[src/rtl/imem_fetch_arbiter_pkg.sv]
// Package imem_arb_pkg: shared types and helpers for the instruction/data memory
// arbiter slice.
//   arb_state_t : pending-response state (idle, fetch response due, data response due)
//   WORD_W      : memory word width in bits
//   STRB_W      : byte-enable width
//   addr_ok()   : legality of a byte address against a 2^addr_w word memory
package imem_arb_pkg;

  localparam int unsigned WORD_W = 32;
  localparam int unsigned STRB_W = 4;

  typedef enum logic [1:0] {
    ARB_IDLE  = 2'd0,
    ARB_RSP_I = 2'd1,
    ARB_RSP_D = 2'd2
  } arb_state_t;

  // Legal when word aligned and the word index fits in addr_w bits.
  function automatic logic addr_ok(input logic [WORD_W-1:0] addr,
                                   input int unsigned addr_w);
    logic [WORD_W-3:0] word;
    word = addr[WORD_W-1:2];
    return (addr[1:0] == 2'b00) && ((word >> addr_w) == '0);
  endfunction

endpackage

[src/rtl/imem_fetch_arbiter_if.sv]
// Interface imem_fetch_arbiter_if: bundles the fetch port, the load/store port and
// the memory-side port of the arbiter.
//   slave  modport : arbiter view (requests in, readies/responses/memory drive out)
//   master modport : core + memory view (the mirror image)
// Parameter ADDR_W sets the memory word-address width.
interface imem_fetch_arbiter_if
  import imem_arb_pkg::*;
#(
  parameter int unsigned ADDR_W = 8
);
  // fetch port
  logic              if_req_valid;
  logic              if_req_ready;
  logic [WORD_W-1:0] if_addr;
  logic              if_rsp_valid;
  logic [WORD_W-1:0] if_rdata;
  logic              if_rsp_err;
  // load/store port
  logic              d_req_valid;
  logic              d_req_ready;
  logic              d_we;
  logic [STRB_W-1:0] d_wstrb;
  logic [WORD_W-1:0] d_addr;
  logic [WORD_W-1:0] d_wdata;
  logic              d_rsp_valid;
  logic [WORD_W-1:0] d_rdata;
  logic              d_rsp_err;
  // memory port
  logic              mem_en;
  logic [STRB_W-1:0] mem_we;
  logic [ADDR_W-1:0] mem_addr;
  logic [WORD_W-1:0] mem_wdata;
  logic [WORD_W-1:0] mem_rdata;

  modport slave (
    input  if_req_valid, if_addr,
    output if_req_ready, if_rsp_valid, if_rdata, if_rsp_err,
    input  d_req_valid, d_we, d_wstrb, d_addr, d_wdata,
    output d_req_ready, d_rsp_valid, d_rdata, d_rsp_err,
    output mem_en, mem_we, mem_addr, mem_wdata,
    input  mem_rdata
  );

  modport master (
    output if_req_valid, if_addr,
    input  if_req_ready, if_rsp_valid, if_rdata, if_rsp_err,
    output d_req_valid, d_we, d_wstrb, d_addr, d_wdata,
    input  d_req_ready, d_rsp_valid, d_rdata, d_rsp_err,
    input  mem_en, mem_we, mem_addr, mem_wdata,
    output mem_rdata
  );

endinterface

[src/rtl/imem_fetch_arbiter_grant_sel.sv]
// Module arb_grant_sel: picks which request port owns the memory this cycle.
//   clk      in  clock (present only with ARB_STARVE_GUARD_EN)
//   reset    in  synchronous active-high reset; no grant while held
//   if_valid in  fetch request present
//   d_valid  in  data request present
//   grant_i  out fetch accepted this cycle
//   grant_d  out data accepted this cycle
// Data normally wins a tie. With macro ARB_STARVE_GUARD_EN defined, a saturating
// counter of data grants made while a fetch waits lets the fetch win the next tie
// once it reaches MAX_WAIT.
module arb_grant_sel #(
  parameter int unsigned MAX_WAIT = 4
) (
`ifdef ARB_STARVE_GUARD_EN
  input  logic clk,
`endif
  input  logic reset,
  input  logic if_valid,
  input  logic d_valid,
  output logic grant_i,
  output logic grant_d
);

`ifdef ARB_STARVE_GUARD_EN
  localparam int unsigned CNT_W = (MAX_WAIT > 0) ? $clog2(MAX_WAIT + 1) : 1;

  logic [CNT_W-1:0] wait_cnt_reg, wait_cnt_next;
  logic             fetch_wins;

  assign fetch_wins = (wait_cnt_reg == CNT_W'(MAX_WAIT));

  always_comb begin
    grant_i = 1'b0;
    grant_d = 1'b0;
    if (!reset) begin
      if (d_valid && !(if_valid && fetch_wins)) grant_d = 1'b1;
      else if (if_valid)                        grant_i = 1'b1;
    end
  end

  // Only data grants that overtake a waiting fetch advance the count.
  always_comb begin
    wait_cnt_next = wait_cnt_reg;
    if (grant_i || !if_valid)      wait_cnt_next = '0;
    else if (grant_d && !fetch_wins) wait_cnt_next = wait_cnt_reg + 1'b1;
  end

  always_ff @(posedge clk) begin
    if (reset) wait_cnt_reg <= '0;
    else       wait_cnt_reg <= wait_cnt_next;
  end
`else
  always_comb begin
    grant_d = !reset && d_valid;
    grant_i = !reset && if_valid && !d_valid;
  end
`endif

endmodule

[src/rtl/imem_fetch_arbiter.sv]
// Module imem_fetch_arbiter: shares one single-port, 1-cycle-latency word memory
// between the read-only instruction fetch port and the load/store data port.
//   clk    in  single clock, rising edge
//   reset  in  synchronous, active-high
//   bus    slave modport of imem_fetch_arbiter_if (fetch port, data port,
//          memory port)
// Parameters: ADDR_W word-address width, MAX_WAIT starvation guard threshold.
// Optional feature: macro ARB_STARVE_GUARD_EN enables the fetch starvation guard.
module imem_fetch_arbiter
  import imem_arb_pkg::*;
#(
  parameter int unsigned ADDR_W   = 8,
  parameter int unsigned MAX_WAIT = 4
) (
  input logic clk,
  input logic reset,
  imem_fetch_arbiter_if.slave bus
);

  logic              grant_i, grant_d, any_grant, sel_ok, store_en;
  logic [WORD_W-1:0] sel_addr;
  arb_state_t        state_reg, state_next;
  logic              err_reg, err_next;
  logic              store_reg, store_next;

  arb_grant_sel #(.MAX_WAIT(MAX_WAIT)) u_grant_sel (
`ifdef ARB_STARVE_GUARD_EN
    .clk      (clk),
`endif
    .reset    (reset),
    .if_valid (bus.if_req_valid),
    .d_valid  (bus.d_req_valid),
    .grant_i  (grant_i),
    .grant_d  (grant_d)
  );

  assign bus.if_req_ready = grant_i;
  assign bus.d_req_ready  = grant_d;

  assign any_grant = grant_i | grant_d;
  assign sel_addr  = grant_d ? bus.d_addr : bus.if_addr;
  assign sel_ok    = addr_ok(sel_addr, ADDR_W);

  // Illegal requests are still accepted but never touch the memory.
  assign bus.mem_en    = any_grant & sel_ok;
  assign store_en      = grant_d & sel_ok & bus.d_we;
  assign bus.mem_addr  = any_grant ? sel_addr[ADDR_W+1:2] : '0;
  assign bus.mem_wdata = grant_d ? bus.d_wdata : '0;

  generate
    for (genvar gi = 0; gi < STRB_W; gi++) begin : g_we
      assign bus.mem_we[gi] = store_en & bus.d_wstrb[gi];
    end
  endgenerate

  always_ff @(posedge clk) begin
    if (reset) begin
      state_reg <= ARB_IDLE;
      err_reg   <= 1'b0;
      store_reg <= 1'b0;
    end else begin
      state_reg <= state_next;
      err_reg   <= err_next;
      store_reg <= store_next;
    end
  end

  // Next state depends only on this cycle's acceptance; responses are driven
  // from the registered state. Holding reset suppresses a response already due,
  // so a request accepted just before reset is silently dropped.
  always_comb begin
    state_next       = ARB_IDLE;
    err_next         = any_grant & ~sel_ok;
    store_next       = grant_d & bus.d_we;
    bus.if_rsp_valid = 1'b0;
    bus.if_rsp_err   = 1'b0;
    bus.if_rdata     = '0;
    bus.d_rsp_valid  = 1'b0;
    bus.d_rsp_err    = 1'b0;
    bus.d_rdata      = '0;

    if (grant_i)      state_next = ARB_RSP_I;
    else if (grant_d) state_next = ARB_RSP_D;

    if (!reset) begin
      case (state_reg)
        ARB_RSP_I: begin
          bus.if_rsp_valid = 1'b1;
          bus.if_rsp_err   = err_reg;
          bus.if_rdata     = err_reg ? '0 : bus.mem_rdata;
        end
        ARB_RSP_D: begin
          bus.d_rsp_valid = 1'b1;
          bus.d_rsp_err   = err_reg;
          bus.d_rdata     = (err_reg || store_reg) ? '0 : bus.mem_rdata;
        end
        default: ;
      endcase
    end
  end

endmodule
[src/flat_wrapper.sv]
// flat-port wrapper written by rule: the top's interface ports become plain ports
module imem_fetch_arbiter_flat import imem_arb_pkg::*;
#(
  parameter int unsigned ADDR_W   = 8,
  parameter int unsigned MAX_WAIT = 4
)
  (clk, reset, bus_if_req_valid, bus_if_addr, bus_if_req_ready, bus_if_rsp_valid, bus_if_rdata, bus_if_rsp_err, bus_d_req_valid, bus_d_we, bus_d_wstrb, bus_d_addr, bus_d_wdata, bus_d_req_ready, bus_d_rsp_valid, bus_d_rdata, bus_d_rsp_err, bus_mem_en, bus_mem_we, bus_mem_addr, bus_mem_wdata, bus_mem_rdata);
  imem_fetch_arbiter_if #(.ADDR_W(ADDR_W)) bus_i ();
  input logic clk;
  input logic reset;
  input wire logic [$bits(bus_i.if_req_valid)-1:0] bus_if_req_valid;
  input wire logic [$bits(bus_i.if_addr)-1:0] bus_if_addr;
  output wire logic [$bits(bus_i.if_req_ready)-1:0] bus_if_req_ready;
  output wire logic [$bits(bus_i.if_rsp_valid)-1:0] bus_if_rsp_valid;
  output wire logic [$bits(bus_i.if_rdata)-1:0] bus_if_rdata;
  output wire logic [$bits(bus_i.if_rsp_err)-1:0] bus_if_rsp_err;
  input wire logic [$bits(bus_i.d_req_valid)-1:0] bus_d_req_valid;
  input wire logic [$bits(bus_i.d_we)-1:0] bus_d_we;
  input wire logic [$bits(bus_i.d_wstrb)-1:0] bus_d_wstrb;
  input wire logic [$bits(bus_i.d_addr)-1:0] bus_d_addr;
  input wire logic [$bits(bus_i.d_wdata)-1:0] bus_d_wdata;
  output wire logic [$bits(bus_i.d_req_ready)-1:0] bus_d_req_ready;
  output wire logic [$bits(bus_i.d_rsp_valid)-1:0] bus_d_rsp_valid;
  output wire logic [$bits(bus_i.d_rdata)-1:0] bus_d_rdata;
  output wire logic [$bits(bus_i.d_rsp_err)-1:0] bus_d_rsp_err;
  output wire logic [$bits(bus_i.mem_en)-1:0] bus_mem_en;
  output wire logic [$bits(bus_i.mem_we)-1:0] bus_mem_we;
  output wire logic [$bits(bus_i.mem_addr)-1:0] bus_mem_addr;
  output wire logic [$bits(bus_i.mem_wdata)-1:0] bus_mem_wdata;
  input wire logic [$bits(bus_i.mem_rdata)-1:0] bus_mem_rdata;
  assign bus_i.if_req_valid = bus_if_req_valid;
  assign bus_i.if_addr = bus_if_addr;
  assign bus_if_req_ready = bus_i.if_req_ready;
  assign bus_if_rsp_valid = bus_i.if_rsp_valid;
  assign bus_if_rdata = bus_i.if_rdata;
  assign bus_if_rsp_err = bus_i.if_rsp_err;
  assign bus_i.d_req_valid = bus_d_req_valid;
  assign bus_i.d_we = bus_d_we;
  assign bus_i.d_wstrb = bus_d_wstrb;
  assign bus_i.d_addr = bus_d_addr;
  assign bus_i.d_wdata = bus_d_wdata;
  assign bus_d_req_ready = bus_i.d_req_ready;
  assign bus_d_rsp_valid = bus_i.d_rsp_valid;
  assign bus_d_rdata = bus_i.d_rdata;
  assign bus_d_rsp_err = bus_i.d_rsp_err;
  assign bus_mem_en = bus_i.mem_en;
  assign bus_mem_we = bus_i.mem_we;
  assign bus_mem_addr = bus_i.mem_addr;
  assign bus_mem_wdata = bus_i.mem_wdata;
  assign bus_i.mem_rdata = bus_mem_rdata;
  imem_fetch_arbiter #(.ADDR_W(ADDR_W), .MAX_WAIT(MAX_WAIT)) u_core (.clk(clk), .reset(reset), .bus(bus_i));
endmodule
[config.mk]
export PLATFORM = sky130hd
export DESIGN_NAME = imem_fetch_arbiter_flat
export DESIGN_NICKNAME = d
export VERILOG_FILES = /design/src/rtl/imem_fetch_arbiter_pkg.sv /design/src/rtl/imem_fetch_arbiter_if.sv /design/src/rtl/imem_fetch_arbiter_grant_sel.sv /design/src/rtl/imem_fetch_arbiter.sv /design/src/flat_wrapper.sv
export SDC_FILE = /design/constraint.sdc
export NUM_CORES = 1
export LEC_CHECK = 0
export BUFFER_PORTS_ARGS = -buffer_cell sky130_fd_sc_hd__buf_2
export CORE_AREA = 8 8 91 93
export DETAILED_ROUTE_END_ITERATION = 8
export DIE_AREA = 0 0 99 101
export PLACE_DENSITY = 0.71
export RECOVER_POWER = 100
export SYNTH_ARGS = -nofsm -noshare
export SYNTH_HDL_FRONTEND = slang
export SYNTH_HIERARCHICAL = 1
export SYNTH_SLANG_ARGS = --single-unit
[constraint.sdc]
create_clock -name clk -period 2.5 [get_ports clk]
set_clock_uncertainty 0.15 [all_clocks]
set_input_delay 0.5 -clock clk [delete_from_list [all_inputs] [get_ports clk]]
set_output_delay 0.5 -clock clk [all_outputs]
set_load 0.1 [all_outputs]
---- Word-level counts from Yosys, hierarchy flattened ----
Cells that the tools add are included.
storage, ports and cells
  memories kept ........................... 0
  bits in latches ......................... 0
  bits in registers ....................... 4
  RAM bits ................................ 0
  bits of input ports ..................... 137
  memory bits (read-only) ................. 0
  word-level logic and storage cells ...... 46
  output and inout port bits .............. 115
operators by class
  div/mod/pow operators ................... 0
  $mul .................................... 0
  shifts and indexed selects .............. 0
  eq/ne operators ......................... 2
  reduce and logical (&&, ||, !) cells .... 10
  bitwise gates (word level) .............. 11
  add/sub/neg operators ................... 0
  order comparisons ....................... 0
  multiplexer cells ....................... 19
operators by type and width
  operator                                              number
  2-to-1 mux 32 bit                                     8
  zero test 30 bit                                      1
  bitwise AND 1 bit                                     9
  2-to-1 mux 1 bit                                      9
  2-to-1 mux 8 bit                                      1
  logical AND 1 bit                                     4
  equality test 2 x 1 -> 1 bit (second input constant)  1
  equality test 2 bit (second input constant)           1
  zero test 1 bit                                       2
  zero test 2 bit                                       1
  2-to-1 mux 2 bit                                      1
  OR reduction 2 bit                                    1
  logical OR 1 bit                                      1
  inverter 1 bit                                        1
  bitwise OR 1 bit                                      1

---- Logic depth before layout (Yosys ltp) ----
Gate-level depths: netlist (run 1).
  word-level depth ........................ 8
  depth in mapped cells ................... 6
  mapped depth without buffers ............ 5

---- Cells and area by module ----
The synthesis (run 1) kept the hierarchy.
modules (own cells, without submodules)
  module              times used  sequential area each (um^2)  cells each  area an instance (um^2)
  imem_fetch_arbiter  1           80.1                         159         1,104.8
  arb_grant_sel       1           0.0                          2           18.8

---- Worst setup path after synthesis (run 1) ----
OpenSTA, ideal clock, no wires.
  path kind ............................... in2out
  from .................................... in bus_d_req_valid
  to ...................................... out bus_mem_addr[6]
  stages on the path ...................... 3
  data required time ...................... 1,850 ps
  path slack .............................. -2,244 ps
  arrival ................................. 4,094 ps
  path buffers ............................ 0
  cell sequence ........................... nor3b_2 nand2_1 o21ai_0
on the way
  word-level cells in the longest chain between the ends .. 4
  elaborated cells between the ends (all ways) .. 6
  those cells by class .................... mux: 2; bitwise: 1; reduce/logical: 3
ends and longest elaborated chain
  item                  RTL line                            text
  from (decl)           flat_wrapper.sv:17                  input wire logic [$bits(bus_i.d_req_valid)-1:0] bus_d_req_valid;
  zero test 1 bit       imem_fetch_arbiter_grant_sel.sv:55  grant_i = !reset && if_valid && !d_valid;
  logical AND 1 bit     imem_fetch_arbiter_grant_sel.sv:55
  bitwise OR 1 bit      imem_fetch_arbiter.sv:40            assign any_grant = grant_i | grant_d;
  2-to-1 mux 8 bit (*)  imem_fetch_arbiter.sv:47            assign bus.mem_addr = any_grant ? sel_addr[ADDR_W+1:2] : '0;
  to (decl)             flat_wrapper.sv:28                  output wire logic [$bits(bus_i.mem_addr)-1:0] bus_mem_addr;
Mark *: on every way between the ends. The rest lies on a longest branch, timed or not.

---- Worst setup path in the final report (run 1) ----
  from .................................... in bus_d_addr[10]
  to ...................................... out bus_mem_we[1]
on the way
  word-level cells in the longest chain between the ends .. 6
ends and longest elaborated chain
  item                             RTL line                      text
  from (decl)                      flat_wrapper.sv:20            input wire logic [$bits(bus_i.d_addr)-1:0] bus_d_addr;
  2-to-1 mux 32 bit                imem_fetch_arbiter.sv:41      assign sel_addr = grant_d ? bus.d_addr : bus.if_addr;
  zero test 30 bit                 imem_fetch_arbiter_pkg.sv:23  return (addr[1:0] == 2'b00) && ((word >> addr_w) == '0);
  logical AND 1 bit                imem_fetch_arbiter_pkg.sv:23
  bitwise AND 1 bit (2 in series)  imem_fetch_arbiter.sv:46      assign store_en = grant_d & sel_ok & bus.d_we;
  bitwise AND 1 bit                imem_fetch_arbiter.sv:52      assign bus.mem_we[gi] = store_en & bus.d_wstrb[gi];
  to (decl)                        flat_wrapper.sv:27            output wire logic [$bits(bus_i.mem_we)-1:0] bus_mem_we;
Every way passes these cells.

==> impl_metrics.toml, run 1 <==
[layout]
final_common_cell = "buf_2"
stdcell_area_um2 = 4710
area_growth_pct = 320
postLayoutCoreUtil_pct = 67.9
final_cell_mix = "134 x buf_2, 117 x buf_12, 78 x and2_4"
antenna_cells = 0
nets = 555
drive_gt1_share_pct = 93.8
largest_register_ffs = 2

[die]
start_util_pct = 16.2
core-area_um2 = 6940
die_area_um2 = 10000
die_width_um = 99
die_h_um = 101
std_cell_rows = 31
ioPinCount = 252

[sta]
worstMarginPinSlew_ns = 0.321
tns_ns = -0.000416
slew_viol_final = 0
max_slew_margin_pct = 78.6
rsz0062_at_grt = "yes"
hold_slack_ns = 0.518
finalCritPeriodShare_pct = 100
fin_crit_ns = 2.50
hold_violations = 0
worst_slack_ns = -0.000416
setup_violations = 1
max_freq_mhz = 400

[routing]
ant_nets = 0
vias_per_cell = 4.35
dr_wl_met3_um = 864
top_layer = "met4"
vias = 2165
met1_length_um = 3020
drc = 0
drt_iter0_drc = 31
wl_per_cell_um = 18.2
wirelength_um = 9060
dr_wl_met2_um = 5070
first_pass_iters = 3

[yosys]
syn_area_per_cell_um2 = 6.98
yosysWarningCount = 6
synth_area_um2 = 1120
synth_fp_nets = 298
syn_inst = 161
ys_types = 24
ys_seq_elements = 4
yosysSeqAreaShare_pct = 7.13
synth_edf_count = 0
synth_area_leader_cell = "and2_1"
synth_area_leaders = "and2_1 55%, dfxtp_1 7.1%, a22o_1 5.5%"
ys.flop_type = "dfxtp_1"
async_reset_ff_share_pct = 0
synth_top_cell_area_share_pct = 54.6

[outcome]
outcome = "complete, but fails checks"
violations = "setup timing"

[power]
peakVddDrop_uv = 161
leakage_nw = 2.20
power_density_nw_per_um2 = 202

[placement]
io_buffer_count = 251
gp_congestion = 0.821
hpwlAfterDp_um = 8430
pre_cts_ws_ns = -0.129
placedInstanceArea_um2 = 4570

[setup_path]
crit_required_ns = 1.85
critPathLaunchType = "primary input"
critical_path_arrival_ns = 1.85
crit_fanout = 6
startpoint = "bus_d_addr[10]"
crit_path_end_kind = "output pin"
worstSetupEndpoint = "bus_mem_we[1]"
crit_type = "in2out"

[hold_path]
hold_depth = 3
hold_path_class = "in2reg"

[clocking]
clk_pin_slew_worst_paths_ns = 0.03
clockBufferDepth = 2
cts_buffers = 3
cts_tree = "yes"
cts_root_buffer = "clkbuf_8"
ctsHoldBuffers = 0
cts_max_level = 1
cts.sinks = 4

[grt]
grt_usage_pct = 17.1
grt_max_degree = 47
antenna_found_initial = 0
grt_overflow = 0
grt_first_pass_wirelength_um = 13500
grt_pass1_vias = 2471

[job]
drv_cap = 0
-- per-stage QoR --
step / instances / total power, mW
finish: 498 / 0.953
global route: 498 / 0.986
CTS: 498 / 0.958
detailed placement: 493 / 0.816
global placement: 493 / 0.804
floorplan: 161 / 0.484
-- cell usage after synthesis (all sizes together) (3+ instances only) --
library cell   n
a22o           7
and2          99
and2b          3
and3           4
buf            7
clkbuf         5
dfxtp          4
nor2b          3
nor3           5
nor3b          5
nor4           8
-- worst min path at each step --
stage                     endpoint      from
2_1_floorplan  u_core/state_reg[1]     reset
3_3_place_gp      u_core/store_reg  bus_d_we
3_5_place_dp      u_core/store_reg  bus_d_we
4_1_cts        u_core/state_reg[1]     reset
5_1_grt        u_core/state_reg[1]     reset
6_report       u_core/state_reg[1]     reset
-- power by group --
group / leakage [nW] / internal [mW] / switching (mW) / total (mW)
clock: 0.0216 / 0.102 / 0.0297 / 0.132
combinational: 2.15 / 0.308 / 0.443 / 0.752
sequential: 0.0327 / 0.0668 / 0.00276 / 0.0696
-- layer usage --
layer | vias up | global-route usage [%]
met2 | 147 | 33.7
met5 | - | 0
met4 | 0 | 4.84
met3 | 6 | 5.87
met1 | 972 | 16.3
li1 | 1040 | -
-- logic make-up (layout without fill, tap and decap cells) --
kind of cell           count (synthesis)  in the layout  share of synthesized area [%]
buffers and inverters                 12            267                           7.02
AND/OR/NAND/NOR                      136            136                           78.8
AO/OA/AOI/OAI                          9              9                           7.02
flip-flops                             4              4                           7.13
-- area by class of cell --
| cell class | count | area (µm²) |
|---|---|---|
| multi-input combinational | 145 | 1360 |
| clock buffer | 3 | 41.3 |
| timing repair buffer | 264 | 3130 |
| tap | 82 | 103 |
| sequential | 4 | 80.1 |
| fill | 464 | 2230 |
-- worst max-delay path: stages --
cell     delay [ns]
buf_2          0.09
nor4_1         0.32
buf_4          0.17
nand4_1        0.08
a22oi_2        0.18
buf_6          0.14
and3_4         0.19
buf_12         0.17
-- what timing repair did --
action,4_1_cts,5_1_grt
pin swaps,8,4
setup buffers,2,0
endpoints found under the setup margin,14,12
resized for setup,12,5
No activity file was read; power rests on OpenSTA's default activity.
==> run 2: changes to the inputs <==
Settings changed: CORE_AREA 8 8 91 93 to 8 8 92 94, DIE_AREA 0 0 99 101 to 0 0 100 102, PLACE_DENSITY 0.71 to 0.72, RECOVER_POWER 100 to 50, REMOVE_ABC_BUFFERS from default to 1.
Clock period 2.5 ns to 2 ns, I/O delays scaled along.
==> run 2 against run 1 <==
The flow still finishes with violations (setup timing). Critical endpoint is now bus_d_rdata[17]. Sequential power is 25% higher. Clock-buffer cell count stayed put. Total power grew 23%. Largest power group unchanged. Global-route usage up 2.3 points. Critical path type unchanged. Die area rose by 2.0%. Via count rose by 3.1%. Non-clock buffer count grew 8. Core utilization fell by 1.0 points. Largest cell class unchanged. Hold slack got worse by 0.068 ns.
==> impl_metrics.toml, run 2 (synthesis gave the netlist of run 1 again) <==
[clocking]
ctsHoldBuffers = 0
cts_max_level = 1
clk_pin_slew_worst_paths_ns = 0.03
clockBufferDepth = 2
cts_buffers = 3
cts.sinks = 4
cts_tree = "yes"
cts_root_buffer = "clkbuf_8"

[sta]
hold_violations = 0
worst_slack_ns = -0.376
max_slew_margin_pct = 74.1
max_freq_mhz = 421
worstMarginPinSlew_ns = 0.389
slew_viol_final = 0
rsz0062_at_grt = "yes"
setup_violations = 109
finalCritPeriodShare_pct = 119
fin_crit_ns = 2.38

[power]
switchingPower_mw = 0.597
pwr-share-seq_pct = 7.4
peakVddDrop_uv = 162
p_int_mw = 0.579
leakage_nw = 2.18
power_frac_clock_pct = 14.4
power_density_nw_per_um2 = 249
p_sw_share_pct = 50.7
comb_power_share_pct = 78.2

[layout]
area_growth_pct = 320
drive_gt1_share_pct = 84.7
fin_cells = 524
fill_cells = 515
postLayoutCoreUtil_pct = 66.9
largest_register_ffs = 2
stdcell_area_um2 = 4720
final_common_cell = "buf_2"
nets = 563
final_cell_mix = "134 x buf_2, 116 x buf_12, 66 x and2_4"

[grt]
grt_usage_pct = 19.4
grt_pass1_vias = 2633
grt_first_pass_wirelength_um = 15300
grt_max_degree = 47
grt_overflow = 0
antenna_found_initial = 1

[setup_path]
crit_path_end_kind = "output pin"
critical_path_arrival_ns = 1.83
crit_type = "in2out"
crit_fanout = 8
crit_required_ns = 1.45
critPathLaunchType = "primary input"

[routing]
dr_wl_met2_um = 6190
drt_iter0_drc = 64
ant_nets = 0
dr_wl_met3_um = 1150
drc = 0
vias = 2232
met1_length_um = 3410
wirelength_um = 10800
vias_per_cell = 4.26
top_layer = "met5"
first_pass_iters = 4
wl_per_cell_um = 20.6

[die]
ioPinCount = 252
std_cell_rows = 31
die_width_um = 100
start_util_pct = 15.9
die_h_um = 102
die_area_um2 = 10200
core-area_um2 = 7060

[placement]
placedInstanceArea_um2 = 4270
gp_congestion = 0.855
numPlacedInstances = 511
hpwlAfterDp_um = 9210
io_buffer_count = 251

[hold_path]
hold_path_class = "in2reg"

[outcome]
violations = "setup timing"
outcome = "complete, but fails checks"

[job]
drv_cap = 0
[run 2: changes by cell type in the layout (fill, tap and decap cells not counted), moves of 2 or more]
cell       delta
and2_2       -20
and2_4       -12
a22o_4        -7
buf_6         +3
a22o_1        +7
buf_8         +2
and2_1       +32
clkbuf_16     +2
buf_4         +2
[run 2: final timing paths]
check             start              end  slack [ns]  cells after the start
setup / recovery  reset  bus_d_rdata[17]       -0.38                      9
hold / removal    reset   u_core/err_reg        0.45                      4
[run 2: power groups by stage]
stage,clock network [mW],logic [mW],registers [mW]
after floorplan,0,0.452,0.0867
after global placement,0,0.860,0.0870
after detailed placement,0,0.873,0.0873
after CTS,0.175,0.916,0.0864
after global routing,0.179,0.950,0.0874
final,0.169,0.920,0.0869
[run 2: timing repair]
action                     CTS  global route
setup buffers                4             5
pin swaps                    6            45
gates cloned                 2             3
setup endpoints to repair  109           110
gates resized for setup     86            18
[run 2: area by class of cell]
| class | instances | area, µm² | area share (%) |
|---|---|---|---|
| flip-flops and latches | 4 | 80.1 | 1.70 |
| clock buffers | 3 | 41.3 | 0.874 |
| multi-input cells | 145 | 1210 | 25.7 |
| repair buffers | 272 | 3260 | 69.1 |
| well taps | 99 | 124 | 2.62 |
| diodes | 1 | 2.50 | 0.0530 |
[run 2: through the flow]
step | setup WS [ns] | setup TNS (ns) | hold WS [ns] | total power [mW]
finish | -0.376 | -22.31 | 0.451 | 1.18
global route | -0.438 | -28.91 | 0.472 | 1.22
CTS | -0.352 | -17.93 | 0.386 | 1.18
detailed placement | -0.608 | -22.52 | 0.623 | 0.961
global placement | -0.438 | -17.52 | 0.616 | 0.947
floorplan | -3.70 | -229.71 | 0.326 | 0.539
[run 2: worst max-delay path: stages]
cell and delay (ns):
buf_8 0.10, buf_4 0.13, buf_8 0.13, nor3b_4 0.18, nor3b_4 0.27, buf_4 0.16, buf_8 0.12, and2_4 0.16
buf_12 0.17
[run 2: layer usage]
| metal | GRT usage [%] | vias to the layer above |
|---|---|---|
| li1 | - | 1059 |
| met1 | 17.9 | 1004 |
| met2 | 38.6 | 161 |
| met3 | 7.97 | 6 |
| met4 | 4.07 | 2 |
| met5 | 0 | - |
